$ cat src/rtl/xm_pkg.sv
// Shared definitions for the instruction fetch unit: datapath width, FSM states,
// and fault cause codes.
package xm_pkg;

  localparam int unsigned WORD = 16;

  typedef enum logic {
    IDLE  = 1'b0,
    FETCH = 1'b1
  } fetch_state_e;

  // Values reported on fault_cause_o while fault_o is high.
  localparam logic CAUSE_MISALIGN = 1'b0;
  localparam logic CAUSE_TIMEOUT  = 1'b1;

endpackage

$ cat src/rtl/xm_inst_fetch.sv
// Instruction fetch unit: owns the PC and instruction register, issues one
// memory read per fetch request and reports misaligned-PC and memory-timeout faults.
module xm_inst_fetch #(
  parameter int unsigned      WORD      = xm_pkg::WORD,
  parameter logic [WORD-1:0]  RESET_VEC = '0,
  parameter int unsigned      TIMEOUT   = 15
) (
  input  logic            clk_i,
  input  logic            arst_i,
  input  logic            fetch_i,
  input  logic            pc_wr_i,
  input  logic [WORD-1:0] pc_i,
  input  logic            mem_rdy_i,
  input  logic [WORD-1:0] mem_data_i,
  output logic            mem_rd_o,
  output logic [WORD-1:0] mem_adr_o,
  output logic [WORD-1:0] inst_o,
  output logic [WORD-1:0] pc_o,
  output logic            inst_valid_o,
  output logic            busy_o,
  output logic            fault_o,
  output logic            fault_cause_o
);

  import xm_pkg::*;

  // Wait counter only has to reach TIMEOUT-1 before the abort fires.
  localparam int unsigned CW = (TIMEOUT > 1) ? $clog2(TIMEOUT) : 1;

  fetch_state_e    r_state, w_state_d;
  logic [WORD-1:0] r_pc, w_pc_d;
  logic [WORD-1:0] r_inst, w_inst_d;
  logic [CW-1:0]   r_cnt, w_cnt_d;
  logic            r_valid, w_valid_d;
  logic            r_fault, w_fault_d;
  logic            r_cause, w_cause_d;

  logic [WORD-1:0] w_eff_adr;
  logic            w_timeout_hit;

  // A PC write in the same cycle as a fetch redirects that fetch.
  assign w_eff_adr     = pc_wr_i ? pc_i : r_pc;
  assign w_timeout_hit = (TIMEOUT != 0) && (r_cnt == CW'(TIMEOUT - 1));

  // State and datapath registers with asynchronous reset.
  always_ff @(posedge clk_i or posedge arst_i) begin
    if (arst_i) begin
      r_state <= IDLE;
      r_pc    <= RESET_VEC;
      r_inst  <= '0;
      r_cnt   <= '0;
      r_valid <= 1'b0;
      r_fault <= 1'b0;
      r_cause <= CAUSE_MISALIGN;
    end else begin
      r_state <= w_state_d;
      r_pc    <= w_pc_d;
      r_inst  <= w_inst_d;
      r_cnt   <= w_cnt_d;
      r_valid <= w_valid_d;
      r_fault <= w_fault_d;
      r_cause <= w_cause_d;
    end
  end

  // Next-state logic: request handling in IDLE, completion/timeout in FETCH.
  always_comb begin
    w_state_d = r_state;
    w_pc_d    = r_pc;
    w_inst_d  = r_inst;
    w_cnt_d   = r_cnt;
    w_valid_d = 1'b0;
    w_fault_d = 1'b0;
    w_cause_d = r_cause;
    case (r_state)
      IDLE: begin
        if (pc_wr_i) begin
          w_pc_d = pc_i;
        end
        if (fetch_i) begin
          if (w_eff_adr[0]) begin
            w_fault_d = 1'b1;
            w_cause_d = CAUSE_MISALIGN;
          end else begin
            w_state_d = FETCH;
            w_cnt_d   = '0;
          end
        end
      end
      FETCH: begin
        if (mem_rdy_i) begin
          w_inst_d  = mem_data_i;
          w_pc_d    = r_pc + WORD'(2);
          w_state_d = IDLE;
          w_valid_d = 1'b1;
        end else if (w_timeout_hit) begin
          w_state_d = IDLE;
          w_fault_d = 1'b1;
          w_cause_d = CAUSE_TIMEOUT;
        end else begin
          w_cnt_d = r_cnt + CW'(1);
        end
      end
      default: w_state_d = IDLE;
    endcase
  end

  assign mem_rd_o      = (r_state == FETCH);
  assign busy_o        = (r_state == FETCH);
  assign mem_adr_o     = r_pc;
  assign pc_o          = r_pc;
  assign inst_o        = r_inst;
  assign inst_valid_o  = r_valid;
  assign fault_o       = r_fault;
  assign fault_cause_o = r_cause;

endmodule
$ cat config.mk
export PLATFORM = sky130hd
export DESIGN_NAME = xm_inst_fetch
export DESIGN_NICKNAME = d
export VERILOG_FILES = /design/src/rtl/xm_pkg.sv /design/src/rtl/xm_inst_fetch.sv
export SDC_FILE = /design/constraint.sdc
export NUM_CORES = 1
export LEC_CHECK = 0
export ABC_AREA = 1
export ABC_CLOCK_PERIOD_IN_PS = 1650
export BUFFER_PORTS_ARGS = -buffer_cell sky130_fd_sc_hd__buf_2
export CAP_MARGIN = 30
export CORE_MARGIN = 3
export CORE_UTILIZATION = 48
export DETAILED_ROUTE_END_ITERATION = 6
export PLACE_DENSITY = 0.8
export RECOVER_POWER = 50
export SLEW_MARGIN = 20
export SYNTH_ARGS = -nofsm -noshare
export SYNTH_HDL_FRONTEND = slang
export SYNTH_SLANG_ARGS = --single-unit
$ cat constraint.sdc
create_clock -name clk_i -period 1.65 [get_ports clk_i]
set_input_delay 0.165 -clock clk_i [delete_from_list [all_inputs] [get_ports clk_i]]
set_output_delay 0.165 -clock clk_i [all_outputs]
set_load 0.01 [all_outputs]
==> impl_metrics.yaml <==
placed_design:
  io_buffers: 89
  post-dp-hpwl_mm: 3.84
  dp_cells: 408
  gp_congestion: 0.828
status:
  outcome: "complete, no violations"
global_routing:
  grt_use_total: 0.199
  grt_max_degree: 41
  antenna_found_initial: 0
  grt_first_pass_wirelength_mm: 8.33
  grt-ovfl-total: 0
  grt_pass1_vias: 1888
routing:
  dr.pass1.iters: 4
  drtIter0Drc: 101
  avgRoutedWirePerCell_um: 12.4
  route.vias.total: 2015
  viasPerCell: 4.84
  drt_wl_total_mm: 5.17
  ant_nets: 0
  drc: 0
cells_and_area:
  layout.nets: 405
  regArea_um2: 1000
  drive_gt1_frac: 0.251
  stdcell_count: 416
  fillCellCount: 415
  n_antenna_cell: 0
  multi_input_area_um2: 893
  syn_to_final_growth_pct: 19.1
flow_run:
  maxCapViolations: 0
power:
  ir_drop_mv: 0.850
  p_per_area_nw_per_um2: 1420
  power.leakage_nw: 1.45
sta:
  drv_slew: 0
  worst_pin_slew_ns: 0.981
  finalSetupViolCount: 0
  rsz0062_at_grt: "no"
  hold_viol: 0
  max_freq_mhz: 687
  skew_ns: 0.00808
  period_needed_ns: 1.45
  tns_ns: 0
  slew_headroom: 0.346
  period_share: 0.882
setup_path:
  ff2ff_path_depth: 8
  worstReg2RegEnd: "mem_adr_o[8]$_DFFE_PP0P_"
  crit_fanout: 12
  crit_path_end_kind: "flip-flop"
  r2r_start: "busy_o$_DFF_PP0_"
  cp-start-kind: "flip-flop"
  r2r_slack_ns: 0.20
  worst-setup-path-type: "flip-flop to flip-flop"
  cp.required_ns: 1.85
  worstPathArrival_ns: 1.65
yosys:
  synth.most_common_cell: "nand2_1"
  synth_cells: 289
  ys_ff_latch: 40
  yosysUniqueCellTypes: 23
  ys.flop_type: "dfrtp_1"
  netlist.area_leader.share: 0.457
  yosys_warnings: 0
  synth_area_leaders: "dfrtp_1 46%, nand2_1 21%, buf_4 6.5%"
  synthArstFlopShare: 1.00
  synth_area_per_cell_um2: 7.58
  synth-edff-count: 0
  synth.top_cells.by_count: "121 x nand2_1, 40 x dfrtp_1, 28 x inv_1"
  ys_seq_area_frac: 0.457
  synth.cell_area_um2: 2190
  syn_nets: 329
  yosys.area.top_type: "dfrtp_1"
clock_tree:
  cts_sinks: 40
  cts.htree.levels: 2
  cts-root-buf: "clkbuf_8"
  clk_pin_slew_ns: 0.08
  cts_buffers: 5
  holdBufCountCts: 0
  clock_path_buffers: 2
  clock_latency_ns: 0.30
  cts_tree: "yes"
floorplanning:
  initial_core_util: 0.521
  fp.coreArea_um2: 4200
  dieArea_um2: 5410
  boundaryPins: 90
  std_cell_rows: 23
  fp.dieH_um: 73.6
  die_x_um: 73.6
min_path:
  hold_class: "input pin to flip-flop"
  min_path_cells: 3
  hold_start: "mem_data_i[9]"
  holdPathEnd: "inst_o[9]$_DFFE_PP0P_"
==> worst max-delay path, stage by stage (launching register included) <==
cell	delay [ns]
dfrtp_1	0.46
inv_2	0.15
nand2_4	0.11
nand2_4	0.17
inv_2	0.09
nor2_2	0.16
nand2_1	0.08
nand3_1	0.09
nand2_1	0.05
==> layout by cell type (no fill, tap or decap), types with 2 or more instances in the layout <==
cell | Yosys | final
nand2_1 | 121 | 121
buf_2 | 1 | 64
dfrtp_1 | 40 | 40
inv_1 | 28 | 28
clkbuf_1 | 0 | 25
nand3_1 | 21 | 21
nor2_1 | 12 | 12
o21ai_0 | 9 | 9
clkbuf_8 | 0 | 6
o21ai_2 | 5 | 5
inv_2 | 4 | 4
nor2_2 | 4 | 3
a21oi_1 | 3 | 3
ha_1 | 3 | 3
nand2_2 | 2 | 2
xnor2_1 | 2 | 2
nand2_4 | 2 | 2
xor2_1 | 2 | 2
nand4_1 | 2 | 2
o21ai_1 | 2 | 2
nor3_1 | 2 | 2
clkinvlp_4 | 0 | 2
buf_4 | 19 | 2
==> through the flow <==
stage	area (µm²)	power [mW]	worst slack (ns)	util	hold slack, ns
5_1_grt	2610	4.00	0.00916	0.621	0.0568
6_report	2610	3.71	0.195	0.621	0.0592
2_1_floorplan	2190	2.62	0.284	-	0.275
4_1_cts	2640	3.79	0.164	0.628	0.000125
3_5_place_dp	2540	3.07	0.202	0.605	0.324
3_3_place_gp	2540	3.04	0.264	0.605	0.313
==> layout make-up <==
class,count,area share
clock inverter,2,0.00576
tap,50,0.0240
timing repair buffer,92,0.166
inverter,32,0.0460
clock buffer,6,0.0317
sequential,40,0.384
multi-input combinational,194,0.342
==> power by group <==
| group | internal [mW] | switching (mW) |
|---|---|---|
| clock network | 0.339 | 0.364 |
| logic | 0.537 | 0.889 |
| registers | 1.29 | 0.292 |
==> flip-flops by register name, summed over array words and instances (netlist names) <==
register       flops
inst_o            16
mem_adr_o         16
r_cnt              4
busy_o             1
fault_cause_o      1
fault_o            1
inst_valid_o       1
==> per-layer routing <==
layer	track usage	vias up	routed length, µm
li1	-	1017	-
met1	0.239	918	2090
met2	0.346	74	2580
met3	0.0547	6	442
met4	0.0604	0	59
met5	0	-	0
==> repair_timing <==
action                     4_1_cts  5_1_grt
gates resized for setup          0        1
setup buffers                    0        0
setup endpoints to repair        0        1
hold endpoints to repair         0        0
==> kinds of logic (layout without fill, tap and decap cells) <==
kind of cell    count (synthesis)  in the layout  synth area share
compound gates                 21             21            0.0588
xor+xnor                        4              4            0.0160
fa+ha+maj                       3              3            0.0171
buf+inv                        55            132             0.138
flops                          40             40             0.457
simple gates                  166            166             0.314
==> worst max-delay path by stage <==
stage / from / end / slack [ns] / depth (start not counted)
floorplan: mem_adr_o[1]$_DFFE_PP0P_ / mem_adr_o[15]$_DFFE_PP0P_ / 0.28 / 6
global placement: mem_adr_o[1]$_DFFE_PP0P_ / mem_adr_o[13]$_DFFE_PP0P_ / 0.26 / 6
detailed placement: mem_adr_o[1]$_DFFE_PP0P_ / mem_adr_o[15]$_DFFE_PP0P_ / 0.20 / 6
CTS: mem_adr_o[1]$_DFFE_PP0P_ / mem_adr_o[15]$_DFFE_PP0P_ / 0.16 / 6
global route: mem_adr_o[1]$_DFFE_PP0P_ / mem_adr_o[7]$_DFFE_PP0P_ / 0.009 / 7
finish: busy_o$_DFF_PP0_ / mem_adr_o[8]$_DFFE_PP0P_ / 0.20 / 8
(Power assumes the default switching activity.)
